--- src/rtl/sdram_toggle_port_responder.sv ---
// Purpose: toggle req/ack port responder plus polled CPU ROM fetch, arbitrated onto one 16-bit memory.
// Latency: port write acks 2 edges after pending is sampled; reads complete READ_LATENCY edges after issue.
// Backpressure: one memory op at a time; port ops win over CPU fetches, stalling the CPU path.
module sdram_toggle_port_responder #(
    parameter int ADDR_W       = 23,
    parameter int READ_LATENCY = 2
) (
    input  logic              clock_48,
    input  logic              reset,
    input  logic              port_req,
    output logic              port_ack,
    input  logic [ADDR_W-1:0] port_a,
    input  logic              port_we,
    input  logic [1:0]        port_ds,
    input  logic [15:0]       port_d,
    output logic [15:0]       port_q,
    input  logic [ADDR_W-1:0] cpu_addr,
    output logic [15:0]       cpu_q,
    output logic [ADDR_W-1:0] mem_addr,
    output logic              mem_we,
    output logic [1:0]        mem_be,
    output logic [15:0]       mem_d,
    input  logic [15:0]       mem_q
);

    typedef enum logic [1:0] {IDLE, WR, RD_PORT, RD_CPU} state_t;

    // Count value on the edge whose mem_q sample holds the read data.
    localparam logic [2:0] CNT_LAST = 3'(READ_LATENCY - 1);

    state_t              state, state_nxt;
    logic [2:0]          cnt, cnt_nxt;
    logic                req_lat, req_lat_nxt;
    logic                cpu_valid, cpu_valid_nxt;
    logic [ADDR_W-1:0]   cpu_addr_last, cpu_addr_last_nxt;
    logic                port_ack_nxt;
    logic [15:0]         port_q_nxt, cpu_q_nxt;
    logic [ADDR_W-1:0]   mem_addr_nxt;
    logic                mem_we_nxt;
    logic [1:0]          mem_be_nxt;
    logic [15:0]         mem_d_nxt;

    logic pending;
    logic cpu_stale;

    assign pending   = (port_req != port_ack);
    assign cpu_stale = !cpu_valid || (cpu_addr != cpu_addr_last);

    // State and all registered outputs; reset abandons any in-flight op without acking it.
    always_ff @(posedge clock_48 or posedge reset) begin
        if (reset) begin
            state         <= IDLE;
            cnt           <= 3'd0;
            req_lat       <= 1'b0;
            cpu_valid     <= 1'b0;
            cpu_addr_last <= '0;
            port_ack      <= 1'b0;
            port_q        <= 16'h0000;
            cpu_q         <= 16'h0000;
            mem_addr      <= '0;
            mem_we        <= 1'b0;
            mem_be        <= 2'b00;
            mem_d         <= 16'h0000;
        end else begin
            state         <= state_nxt;
            cnt           <= cnt_nxt;
            req_lat       <= req_lat_nxt;
            cpu_valid     <= cpu_valid_nxt;
            cpu_addr_last <= cpu_addr_last_nxt;
            port_ack      <= port_ack_nxt;
            port_q        <= port_q_nxt;
            cpu_q         <= cpu_q_nxt;
            mem_addr      <= mem_addr_nxt;
            mem_we        <= mem_we_nxt;
            mem_be        <= mem_be_nxt;
            mem_d         <= mem_d_nxt;
        end
    end

    // Arbiter: port op first, then CPU refetch when its address moved or nothing fetched yet.
    always_comb begin
        state_nxt         = state;
        cnt_nxt           = cnt;
        req_lat_nxt       = req_lat;
        cpu_valid_nxt     = cpu_valid;
        cpu_addr_last_nxt = cpu_addr_last;
        port_ack_nxt      = port_ack;
        port_q_nxt        = port_q;
        cpu_q_nxt         = cpu_q;
        mem_addr_nxt      = mem_addr;
        mem_we_nxt        = mem_we;
        mem_be_nxt        = mem_be;
        mem_d_nxt         = mem_d;

        case (state)
            IDLE: begin
                if (pending) begin
                    // Ack later returns this latched value, so extra toggles stay pending.
                    req_lat_nxt  = port_req;
                    mem_addr_nxt = port_a;
                    if (port_we) begin
                        mem_be_nxt = port_ds;
                        mem_d_nxt  = port_d;
                        mem_we_nxt = 1'b1;
                        state_nxt  = WR;
                    end else begin
                        cnt_nxt   = 3'd0;
                        state_nxt = RD_PORT;
                    end
                end else if (cpu_stale) begin
                    mem_addr_nxt      = cpu_addr;
                    cpu_addr_last_nxt = cpu_addr;
                    cnt_nxt           = 3'd0;
                    state_nxt         = RD_CPU;
                end
            end
            WR: begin
                mem_we_nxt   = 1'b0;
                mem_be_nxt   = 2'b00;
                port_ack_nxt = req_lat;
                state_nxt    = IDLE;
            end
            RD_PORT: begin
                cnt_nxt = cnt + 3'd1;
                if (cnt == CNT_LAST) begin
                    port_q_nxt   = mem_q;
                    port_ack_nxt = req_lat;
                    state_nxt    = IDLE;
                end
            end
            RD_CPU: begin
                cnt_nxt = cnt + 3'd1;
                if (cnt == CNT_LAST) begin
                    cpu_q_nxt     = mem_q;
                    cpu_valid_nxt = 1'b1;
                    state_nxt     = IDLE;
                end
            end
            default: state_nxt = IDLE;
        endcase
    end

endmodule

--- config.mk ---
export PLATFORM = sky130hd
export DESIGN_NAME = sdram_toggle_port_responder
export DESIGN_NICKNAME = d
export VERILOG_FILES = /design/src/rtl/sdram_toggle_port_responder.sv
export SDC_FILE = /design/constraint.sdc
export NUM_CORES = 1
export LEC_CHECK = 0
export ABC_AREA = 1
export BUFFER_PORTS_ARGS = -buffer_cell sky130_fd_sc_hd__buf_2
export CAP_MARGIN = 5
export CORE_ASPECT_RATIO = 2
export CORE_MARGIN = 10
export CORE_UTILIZATION = 46
export DETAILED_ROUTE_END_ITERATION = 7
export PLACE_DENSITY_LB_ADDON = 0.25
export SKIP_LAST_GASP = 1
export SLEW_MARGIN = 20
export SYNTH_ARGS = -nofsm -noshare
export SYNTH_HDL_FRONTEND = slang
export SYNTH_SLANG_ARGS = --single-unit
--- constraint.sdc ---
create_clock -name clock_48 -period 2.85 [get_ports clock_48]
set_input_delay 0.1425 -clock clock_48 [delete_from_list [all_inputs] [get_ports clock_48]]
set_output_delay 0.1425 -clock clock_48 [all_outputs]
set_load 0.03 [all_outputs]
# Word level (Yosys, flattened, before mapping)

Cells that the tools add are included.

Add/sub/neg operators: 1
Equality and inequality tests: 12
Muxes and demuxes: 19
Bitwise logic cells: 1
Reduce and logical (&&, ||, !) cells: 18

Operator list:

| cell                                                             | count |
|---|---|
| 23-bit two-way mux                                               | 2 |
| 23-bit != test                                                   | 1 |
| 2-bit two-way mux                                                | 6 |
| 2-bit AND reduction                                              | 6 |
| 3-bit AND reduction                                              | 4 |
| 3-bit two-way mux                                                | 3 |
| 2-bit nonzero test                                               | 4 |
| 2-bit != test (second input constant)                            | 3 |
| 3-bit != test (second input constant)                            | 2 |
| 2-bit one-hot mux with 3 select lines                            | 1 |
| 3-bit one-hot mux with 2 select lines                            | 1 |
| 2-bit == test (second input constant)                            | 2 |
| 1-bit one-hot mux with 2 select lines                            | 2 |
| 2-bit one-hot mux with 2 select lines                            | 1 |
| 3-bit by 1-bit adder with 3-bit output (second input constant)   | 1 |
| 3-bit by 1-bit == test with 1-bit output (second input constant) | 1 |
| 1-bit two-way mux                                                | 3 |
| 2-bit by 1-bit == test with 1-bit output (second input constant) | 1 |
| 2-bit zero test                                                  | 1 |
| 2-bit by 1-bit != test with 1-bit output (second input constant) | 1 |
| 2-bit OR reduction                                               | 1 |
| 1-bit zero test                                                  | 1 |
| 1-bit logical OR                                                 | 1 |
| 1-bit != test                                                    | 1 |
| 1-bit inverter                                                   | 1 |

Flip-flop bits (word level): 105
Bits of input ports: 84
Word-level logic and storage cells: 63

# Longest topological paths before layout

Gate-level depths: netlist of the first run.

Depth in word-level cells: 5
Gate-level depth with buffers: 12
Mapped depth without buffers: 11

# Worst setup path after synthesis of the first run

No wires, ideal clock.

Path type: flip-flop to flip-flop
Start: reg port_ack
End: reg cnt[2]
Setup time: 0.120 ns
Data arrival time: 1.517 ns
Required time: 2.730 ns
Slack: 1.213 ns
Cell stages (with the launch flop): 12
Buffers on the path: 1
Period minus slack after synthesis: 1.637 ns
Path through: dfrtp_1 > inv_1 > nand2_1 > nand2_2 > inv_2 > buf_4 > nand2_1 > nor2_2 > a21oi_1 > nand2_1 > nand2_1 > nand2_1

Longest elaborated chain between the ends: 3

RTL lines:

| element                                                                                              | RTL line | source |
|---|---|---|
| from (decl)                                                                                          | 11       | `output logic port_ack,` |
| from (signal assigned)                                                                               | 70       | `port_ack <= port_ack_nxt;` |
| 1-bit != test *                                                                                      | 46       | `assign pending = (port_req != port_ack);` |
| 3-bit != test (no source line) / 3-bit two-way mux (equally long branches)                           | --       |  |
| 3-bit AND reduction (no source line) / 3-bit one-hot mux with 2 select lines (equally long branches) | --       |  |
| to (signal assigned)                                                                                 | 66       | `cnt <= cnt_nxt;` |
| to (decl)                                                                                            | 32       | `logic [2:0] cnt, cnt_nxt;` |

Every way passes the cells marked *; elsewhere a longest branch is shown, timed or not.
A chain may end at the register's enable or synchronous reset.

# Final worst setup path of the first run

Start: reg cpu_addr_last[21]
End: reg mem_addr[14]

Longest elaborated chain between the ends: 4

RTL lines:

| element                              | RTL line | source |
|---|---|---|
| from (decl)                          | 35       | `logic [ADDR_W-1:0] cpu_addr_last, cpu_addr_last_nxt;` |
| from (signal assigned)               | 69       | `cpu_addr_last <= cpu_addr_last_nxt;` |
| 23-bit != test                       | 47       | `assign cpu_stale = !cpu_valid \|\| (cpu_addr != cpu_addr_last);` |
| 1-bit logical OR                     | 47       |  |
| 2-bit nonzero test (no source line)  | --       |  |
| 2-bit AND reduction (no source line) | --       |  |
| to (signal assigned)                 | 73       | `mem_addr <= mem_addr_nxt;` |
| to (decl)                            | 19       | `output logic [ADDR_W-1:0] mem_addr,` |

Every way passes these cells.

==> results of run 1 <==
stage by stage:
stage,instances,worst slack (ns),total power [mW],hold slack (ns)
after floorplan,677,1.213,5.326,0.2592
after global placement,954,0.7239,6.320,0.1433
after detailed placement,954,0.6423,6.453,0.1560
after CTS,987,0.6491,7.810,0.01869
after global routing,987,0.4196,8.356,0.03749
final,987,0.6068,7.751,0.02358
layer usage:
metal | GRT usage [%] | wire length, µm | vias to the layer above
met3 | 6.336 | 1218 | 43
met5 | 0 | 18 | -
li1 | - | - | 2428
met1 | 20.10 | 5335 | 2285
met4 | 10.50 | 792 | 2
met2 | 37.61 | 8717 | 187
cell type report:
type / instances / area [µm²]
fillers: 1015 / 4417
clock inverters: 6 / 83.83
inverters: 75 / 285.3
flip-flops and latches: 105 / 2628
clock buffers: 10 / 239.0
repair buffers: 182 / 1026
well taps: 140 / 175.2
multi-input cells: 469 / 2024
worst max path at each step:
stage | startpoint | endpoint | slack [ns] | depth (start not counted)
after CTS | cpu_addr_last[21] | state[1] | 0.65 | 10
after floorplan | port_ack | cnt[2] | 1.21 | 11
final | cpu_addr_last[21] | mem_addr[14] | 0.61 | 10
after global placement | cpu_addr_last[21] | mem_addr[14] | 0.72 | 10
after detailed placement | cpu_addr_last[21] | mem_addr[22] | 0.64 | 10
after global routing | cpu_addr_last[22] | mem_addr[6] | 0.42 | 10
cells in the final DEF, fill, tap and decap left out:
cell type | synthesis | final
clkinvlp_4 | 0 | 1
or2_2 | 2 | 2
nand2_4 | 2 | 2
nand2_2 | 1 | 1
clkinv_8 | 0 | 1
nor2_1 | 30 | 30
nor2_2 | 4 | 4
and3_1 | 1 | 1
clkbuf_16 | 0 | 9
nand2_1 | 311 | 311
inv_1 | 64 | 63
nand3_1 | 25 | 24
dfrtp_1 | 105 | 105
inv_8 | 0 | 1
clkinv_4 | 0 | 1
clkbuf_8 | 0 | 1
buf_12 | 0 | 1
dlygate4sd3_1 | 0 | 17
buf_4 | 6 | 6
bufinv_16 | 0 | 1
a21oi_1 | 3 | 3
nor2_4 | 1 | 1
nand3_2 | 1 | 2
inv_2 | 11 | 11
a22o_1 | 2 | 2
ha_1 | 2 | 2
nand3_4 | 1 | 1
nand4_1 | 24 | 24
inv_6 | 0 | 2
buf_2 | 3 | 158
o21ai_0 | 59 | 59
report_power, final:
group / leakage [nW] / internal (mW) / switching [mW]
logic: 2.32 / 1.08 / 2.69
clock network: 0.158 / 0.727 / 0.593
registers: 1.30 / 2.22 / 0.448
synthesized netlist by cell type:
cell type / count / area (µm²)
inv_1: 64 / 240.2
nor2_1: 30 / 112.6
o21ai_0: 59 / 295.3
buf_4: 6 / 45.04
nor2_4: 1 / 11.26
nand2_1: 311 / 1167
dfrtp_1: 105 / 2628
nand3_1: 25 / 125.1
a22o_1: 2 / 17.52
nand3_4: 1 / 17.52
nand2_2: 1 / 6.260
a21oi_1: 3 / 15.01
buf_2: 3 / 15.01
nor2_2: 4 / 25.02
or2_2: 2 / 12.51
ha_1: 2 / 25.02
buf_6: 3 / 33.78
nand2_4: 2 / 22.52
nand3_2: 1 / 10.01
nand4_1: 24 / 150.1
and3_1: 1 / 6.260
buf_1: 3 / 11.26
inv_2: 11 / 41.29
clkbuf_1: 13 / 48.80
state kept, by name, summed over array words and instances, names as in the netlist:
signal         count
port_q            16
cpu_q             16
req_lat            1
cpu_valid          1
cpu_addr_last     23
mem_we             1
mem_be             2
mem_addr          23
state              2
port_ack           1
cnt                3
mem_d             16
critical path: stages, from the launching register on:
cell     delay [ns]
dfrtp_1        0.40
nand2_1        0.12
nand2_1        0.07
nor2_1         0.21
nand2_1        0.10
nor2_2         0.15
nand3_4        0.29
nand2_4        0.35
nand2_4        0.23
nand2_1        0.13
nand2_1        0.06
kinds of logic (layout without fill, tap and decap cells):
family,Yosys count,count (layout)
AOI/OAI and AO/OA,64,64
and+or+nand+nor,403,403
adders and majority gates,2,2
buffers and inverters,103,273
DFF,105,105
==> out/metrics.cfg, run 1 <==
[cts]
h-tree-depth = 3
cts_tree = built
cts_resized = 0
postCtsSetupBuffers = 0
cts_buffers = 9
clockRootBuffer = clkbuf_16
clk-insertion-delay-late_ns = 0.35
cts_num_sinks = 105
clk_pin_slew_ns = 0.07
cts_buffer_depth = 2
postCtsHoldBufs = 17

[die]
die-area_um2 = 15910
die_w_um = 94.33
fp.coreArea_um2 = 10880
die_y_um = 168.7
start_util_pct = 46.72
io_pins = 159
num_rows = 54

[sta]
period_minus_slack_ns = 2.243
relSlewSlack_pct = 60.77
worst_pin_slew_ns = 0.5878
fmax_mhz = 445.8
hold_viol_final = 0
fin_skew_ns = 0.008896
finalSetupViolations = 0
drv_slew = 0
fin_tns_setup_ns = 0
rsz0062_at_grt = false
post-route-period-util_pct = 78.71

[place]
place_hpwl_um = 12280
port_buffers = 158
gp_congestion = 0.9071
dpl_cell_area_um2 = 5963

[routing]
drc = 0
dr.pass1.iters = 6
drtAntennaViolNets = 0
vias = 4945
dr.first_iter.drc_count = 287
wirelength_um = 16080
wl_per_cell_um = 16.29
vias_per_cell = 5.010

[synthesis]
synth.area.mux_share_pct = 0
synth_cell_types = 24
netlist_area_um2 = 5082
synthXorXnorAreaFrac_pct = 0
postSynthCellCount = 677
ys_ff_latch = 105
synth-compound-area-share_pct = 6.450
ys_warn_count = 0
yosys.area_share.simple_pct = 32.79
syn_nets = 763
avgSynthCellArea_um2 = 7.507
yosysSeqAreaShare_pct = 51.70
synth_fa_ha_area_share_pct = 0.4924
synth_top_family_by_area = simple AND/OR/NAND/NOR gates

[worst_setup_path]
reg2reg_slack_ns = 0.61
rr_startpoint = cpu_addr_last[21]
end_kind = flop
r2r_end = mem_addr[14]
crit_required_ns = 3.08
critPathLaunchType = flop
crit_type = reg -> reg
r2r_cells = 10
worst-endpoint-arrival_ns = 2.48
critPathMaxFanout = 25

[min_path]
hp-class = in -> reg
holdPathStages = 2
min_to = mem_be[1]
min-delay-start = port_ds[1]

[final_layout]
final_cell_area_um2 = 6461
nets = 928
drive_gt1_share_pct = 24.32
diodes = 0
area_growth_pct = 27.13
final_core_util_pct = 59.40

[job]
maxCapViolations = 0

[power]
peakVddDrop_v = 0.0006522
p_per_area_nw_per_um2 = 1200
power.leakage_nw = 3.772

[outcome]
status = completed

[grt]
track_usage_pct = 20.74
gr-total-overflow = 0
antenna_found_initial = 1
grt_max_degree = 55
grt_pass1_vias = 5195
grt_pass1_wl_um = 25920

Power figures use the tool's default switching activity.
==> run 2, diff against run 1 <==
--- a/config.mk
+++ b/config.mk
@@ -10,7 +10,7 @@
 export CAP_MARGIN = 5
 export CORE_ASPECT_RATIO = 2
 export CORE_MARGIN = 10
-export CORE_UTILIZATION = 46
+export CORE_UTILIZATION = 50
 export DETAILED_ROUTE_END_ITERATION = 7
 export PLACE_DENSITY_LB_ADDON = 0.25
 export SKIP_LAST_GASP = 1
==> constraint.sdc (replaced) <==
create_clock -name clock_48 -period 2.3 [get_ports clock_48]
set_input_delay 0.115 -clock clock_48 [delete_from_list [all_inputs] [get_ports clock_48]]
set_output_delay 0.115 -clock clock_48 [all_outputs]
set_load 0.03 [all_outputs]
==> run 2 against run 1 <==
Against the previous run:
- register-to-register slack lost 0.28 ns
- hold slack improved by 0.0028 ns
- final area about the same
- via count hardly changed
==> out/metrics.cfg, run 2 (same netlist as run 1, synthesis figures left out) <==
[outcome]
status = completed  ; unchanged

[final_layout]
seqCellArea_um2 = 2628  ; unchanged
drive_gt1_share_pct = 24.47  ; was 24.32%
layout_commonest_cell = nand2_1  ; unchanged
nets = 931  ; was 928
top_regs = cpu_addr_last: 23 flops, mem_addr: 23 flops  ; unchanged
mostFrequentLayoutCells = nand2_1 (311), buf_2 (158), dfrtp_1 (105), inv_1 (63), o21ai_0 (59)  ; unchanged
nFillCells = 933  ; was 1015
area_growth_pct = 27.18  ; was 27.13%
multi_input_area_um2 = 2019  ; was 2024 µm²
final_cell_area_um2 = 6464  ; was 6461 µm²

[sta]
fmax_mhz = 507.4  ; was 445.8 MHz
hold_viol_final = 0  ; unchanged
fin_skew_ns = 0.008640  ; was 0.008896 ns
period_minus_slack_ns = 1.971  ; was 2.243 ns
rsz0062_at_grt = false  ; unchanged
worst_pin_slew_ns = 0.5613  ; was 0.5878 ns
post-route-period-util_pct = 85.68  ; was 78.71%
finalSetupViolations = 0  ; unchanged
relSlewSlack_pct = 62.54  ; was 60.77%
drv_slew = 0  ; unchanged
fin_tns_setup_ns = 0  ; unchanged

[place]
dpl_cell_area_um2 = 5979  ; was 5963 µm²
port_buffers = 158  ; unchanged
place_hpwl_um = 12120  ; was 12280 µm
gp_congestion = 0.9361  ; was 0.9071

[min_path]
min-delay-start = port_ds[1]  ; unchanged
min_to = mem_be[1]  ; unchanged
hp-class = in -> reg  ; unchanged
holdPathStages = 2  ; unchanged

[power]
peakVddDrop_v = 0.0008067  ; was 0.0006522 V
power.leakage_nw = 3.779  ; was 3.772 nW
p_per_area_nw_per_um2 = 1479  ; was 1200 nW/µm²

[worst_setup_path]
crit_required_ns = 2.53  ; was 3.08 ns
critPathMaxFanout = 22  ; was 25
rr_startpoint = port_ack  ; was cpu_addr_last[21]
slowest_stage = dfrtp_1  ; unchanged
cp_common_cell = nand2_1  ; unchanged
r2r_end = mem_d[4]  ; was mem_addr[14]
path_delay_family = buffers and inverters  ; was simple AND/OR/NAND/NOR gates
reg2reg_slack_ns = 0.33  ; was 0.61 ns
critPathLaunchType = flop  ; unchanged
crit_type = reg -> reg  ; unchanged
end_kind = flop  ; unchanged
r2r_cells = 10  ; unchanged
cpPeakStageDelay_ns = 0.37  ; was 0.40 ns
worst-endpoint-arrival_ns = 2.20  ; was 2.48 ns
path_buf_inv = 4  ; was 0
cp_cell_sequence = inv_1 -> nand2_1 -> nand2_2 -> inv_2 -> nand2_1 -> nor2_2 -> buf_4 -> inv_2 -> nand2_1 -> nand2_1  ; was nand2_1 -> nand2_1 -> nor2_1 -> nand2_1 -> nor2_2 -> nand3_4 -> nand2_4 -> nand2_4 -> nand2_1 -> nand2_1

[cts]
clk_pin_slew_ns = 0.08  ; was 0.07 ns
postCtsSetupBuffers = 0  ; unchanged
cts_num_sinks = 105  ; unchanged
clk-insertion-delay-late_ns = 0.34  ; was 0.35 ns
cts_buffer_depth = 2  ; unchanged
clockRootBuffer = clkbuf_16  ; unchanged
postCtsHoldBufs = 17  ; unchanged
cts_buffers = 9  ; unchanged
cts_resized = 0  ; unchanged
cts_tree = built  ; unchanged
h-tree-depth = 3  ; unchanged

[routing]
vias = 4944  ; was 4945
m1WireLength_um = 5507  ; was 5335 µm
drc = 0  ; unchanged
dr.pass1.iters = 5  ; was 6
topRoutingLayerUsed = met5  ; unchanged
met2_length_um = 8700  ; was 8717 µm
drtAntennaViolNets = 0  ; unchanged
wirelength_um = 15870  ; was 16080 µm
dr_wl_met3_um = 965  ; was 1218 µm
wl_per_cell_um = 16.09  ; was 16.29 µm
dr.first_iter.drc_count = 256  ; was 287
vias_per_cell = 5.014  ; was 5.010

[grt]
antenna_found_initial = 2  ; was 1
grt_pass1_wl_um = 24760  ; was 25920 µm
grt_pass1_vias = 4991  ; was 5195
track_usage_pct = 20.82  ; was 20.74%
gr-total-overflow = 0  ; unchanged
grt_max_degree = 106  ; was 55

[die]
fp.coreArea_um2 = 10020  ; was 10880 µm²
num_rows = 52  ; was 54
die_w_um = 91.29  ; was 94.33 µm
die-area_um2 = 14840  ; was 15910 µm²
start_util_pct = 50.72  ; was 46.72%
io_pins = 159  ; unchanged
die_y_um = 162.6  ; was 168.7 µm

[job]
maxCapViolations = 0  ; unchanged

-- run 2: cell types whose count changed in the layout (fill, tap and decap cells not counted) --
cell	delta
clkbuf_8	-1
nand3_2	-1
buf_4	+3
inv_8	-1
clkinv_2	+1
nand3_1	+1
diode_2	+1
inv_6	+1
-- run 2: metrics by stage --
stage	worst slack [ns]	util (%)	instances	power (mW)	hold slack (ns)
global placement	0.4633	59.68	952	7.885	0.3148
floorplan	0.6628	-	677	6.599	0.2317
detailed placement	0.4007	59.68	952	8.024	0.3209
global route	0.1443	64.51	986	10.24	0.02404
finish	0.3293	64.51	986	9.557	0.02639
CTS	0.3939	64.49	985	9.647	0.01945
-- run 2: how the worst max path moves through the flow --
stage | cells past startpoint | slack [ns] | endpoint | startpoint
2_1_floorplan | 11 | 0.66 | cnt[2] | port_ack
3_3_place_gp | 8 | 0.46 | state[0] | cpu_addr_last[21]
3_5_place_dp | 10 | 0.40 | mem_d[4] | port_ack
4_1_cts | 10 | 0.39 | mem_d[4] | port_ack
5_1_grt | 10 | 0.14 | mem_d[4] | port_ack
6_report | 10 | 0.33 | mem_d[4] | port_ack
-- run 2: cell type report --
type                    instances  share of cell area, %
clock buffers                   9                  3.484
multi-input cells             469                  31.24
repair buffers                185                  16.22
diodes                          1                0.03871
flip-flops and latches        105                  40.65
clock inverters                 7                  1.336
inverters                      75                  4.413
well taps                     135                  2.613
-- run 2: routing by layer --
metal	up-vias	global-route usage [%]
li1	2428	-
met1	2314	19.51
met2	169	39.27
met3	31	5.586
met4	2	11.68
met5	-	0
-- run 2: power breakdown --
group / internal, mW / leakage, nW / switching (mW)
Sequential: 2.74 / 1.30 / 0.545
Combinational: 1.36 / 2.33 / 3.32
Clock: 0.866 / 0.154 / 0.717
Total: 4.97 / 3.78 / 4.59
==> run 3, diff against run 2 <==
--- a/config.mk
+++ b/config.mk
@@ -12,7 +12,7 @@
 export CORE_MARGIN = 10
 export CORE_UTILIZATION = 50
 export DETAILED_ROUTE_END_ITERATION = 7
-export PLACE_DENSITY_LB_ADDON = 0.25
+export PLACE_DENSITY = 0.78
 export SKIP_LAST_GASP = 1
 export SLEW_MARGIN = 20
 export SYNTH_ARGS = -nofsm -noshare
==> run 3 against run 2 <==
Against the previous run:
- power is 0.36% lower
- clock power is 7% lower
- register-to-register slack worse by 0.05 ns
- sequential share of layout area is 0.055 points lower
- routed wire length is 2.3% higher
- clock skew hardly changed
- flip-flop and latch count stayed put
- via count is 0.85% higher
- worst setup slack worse by 0.047 ns
- non-clock buffer count is 5 higher
==> out/metrics.cfg, run 3 (same netlist as run 1, synthesis figures left out) <==
[job]
maxCapViolations = 0  ; unchanged

[cts]
clockRootBuffer = clkbuf_16  ; unchanged
cts_num_sinks = 105  ; unchanged
postCtsSetupBuffers = 0  ; unchanged
cts_resized = 0  ; unchanged
clk-insertion-delay-late_ns = 0.35  ; was 0.34 ns
h-tree-depth = 3  ; unchanged
cts_tree = built  ; unchanged
cts_buffers = 9  ; unchanged
clk_pin_slew_ns = 0.07  ; was 0.08 ns
cts_buffer_depth = 2  ; unchanged

[worst_setup_path]
critPathMaxFanout = 46  ; was 22
end_kind = flop  ; unchanged
worst-endpoint-arrival_ns = 2.31  ; was 2.20 ns
crit_type = reg -> reg  ; unchanged
critPathLaunchType = flop  ; unchanged
crit_required_ns = 2.59  ; was 2.53 ns

[routing]
drtAntennaViolNets = 0  ; unchanged
dr.first_iter.drc_count = 327  ; was 256
vias = 4986  ; was 4944
wl_per_cell_um = 16.40  ; was 16.09 µm
dr.pass1.iters = 5  ; unchanged
wirelength_um = 16240  ; was 15870 µm
vias_per_cell = 5.036  ; was 5.014
drc = 0  ; unchanged

[sta]
fin_tns_setup_ns = 0  ; unchanged
fin_skew_ns = 0.008898  ; was 0.008640 ns
post-route-period-util_pct = 87.71  ; was 85.68%
relSlewSlack_pct = 51.16  ; was 62.54%
hold_viol_final = 0  ; unchanged
fmax_mhz = 495.7  ; was 507.4 MHz
finalSetupViolations = 0  ; unchanged
worst_pin_slew_ns = 0.7311  ; was 0.5613 ns
rsz0062_at_grt = false  ; unchanged
drv_slew = 0  ; unchanged
period_minus_slack_ns = 2.017  ; was 1.971 ns

[grt]
grt_max_degree = 52  ; was 106
track_usage_pct = 21.75  ; was 20.82%
gr-total-overflow = 0  ; unchanged
grt_pass1_vias = 5053  ; was 4991
grt_pass1_wl_um = 25610  ; was 24760 µm
antenna_found_initial = 1  ; was 2

[final_layout]
final_core_util_pct = 64.60  ; was 64.51%
drive_gt1_share_pct = 24.56  ; was 24.47%
mostFrequentLayoutCells = nand2_1 (311), buf_2 (158), dfrtp_1 (105), inv_1 (63), o21ai_0 (59)  ; unchanged
layout_commonest_cell = nand2_1  ; unchanged
diodes = 0  ; was 1
top_regs = cpu_addr_last: 23 flops, mem_addr: 23 flops  ; unchanged
area_growth_pct = 27.35  ; was 27.18%
nets = 936  ; was 931
final_cell_area_um2 = 6472  ; was 6464 µm²

[place]
gp_congestion = 1.043  ; was 0.9361
dpl_cell_area_um2 = 6002  ; was 5979 µm²
port_buffers = 158  ; unchanged
place_hpwl_um = 12390  ; was 12120 µm

[power]
power.leakage_nw = 3.788  ; was 3.779 nW
peakVddDrop_v = 0.0009365  ; was 0.0008067 V
p_per_area_nw_per_um2 = 1471  ; was 1479 nW/µm²

[die]
die_w_um = 91.29  ; unchanged
num_rows = 52  ; unchanged
die-area_um2 = 14840  ; unchanged
start_util_pct = 50.72  ; unchanged
io_pins = 159  ; unchanged
fp.coreArea_um2 = 10020  ; unchanged
die_y_um = 162.6  ; unchanged

[min_path]
hp-class = in -> reg  ; unchanged

[outcome]
status = completed  ; unchanged

run 3: path summary, 6_finish.rpt:
path / from / endpoint / slack, ns / cells after the start
setup / recovery: port_ack / mem_addr[4] / 0.28 / 9
hold / removal: mem_q[0] / port_q[0] / 0.02 / 3
setup reg to reg: port_ack / mem_addr[4] / 0.28 / 9
hold reg to reg: mem_d[13] / mem_d[13] / 0.47 / 2
max in group asynchronous: reset / mem_d[7] / 1.19 / 4
min in group asynchronous: reset / req_lat / 0.43 / 3
run 3: critical path, stage by stage (launching register included):
cell,delay [ns]
dfrtp_1,0.37
inv_1,0.06
nand2_1,0.07
nand2_2,0.19
inv_2,0.12
buf_4,0.37
nand2_1,0.26
o21ai_0,0.29
nand2_1,0.12
nand2_1,0.08
run 3: report_power, final:
part	switching (mW)	internal, mW	leakage [nW]
clock network	0.715	0.751	0.139
registers	0.560	2.75	1.30
logic	3.37	1.38	2.35
run 3: through the flow:
step	setup slack, ns	power (mW)	hold WS, ns	instances
final	0.2826	9.523	0.02306	990
after floorplan	0.6628	6.599	0.2317	677
after detailed placement	0.3874	8.061	0.2764	955
after CTS	0.3605	9.555	0.02184	990
after global routing	0.2493	10.21	0.03451	990
after global placement	0.3963	7.883	0.2682	955
run 3: cell type report:
cell class	instances	area [µm²]
Sequential cell	105	2628
Clock inverter	6	51.30
Inverter	75	285.3
Multi-Input combinational cell	469	2019
Fill cell	917	3547
Tap cell	135	168.9
Timing Repair Buffer	190	1091
Clock buffer	10	229.0
run 3: layer usage:
metal	part of all wire, %	up-vias	global-route usage [%]	wire length [µm]
met5	0.080	-	0	13
met4	5.0	2	12.32	815
met3	6.5	52	6.279	1053
met2	54	184	39.79	8818
met1	34	2307	21.14	5536
li1	-	2441	-	-
run 3: what timing repair did:
action                     4_1_cts  5_1_grt
hold endpoints to repair        45        0
setup endpoints to repair        0        0
hold buffers                    19        0
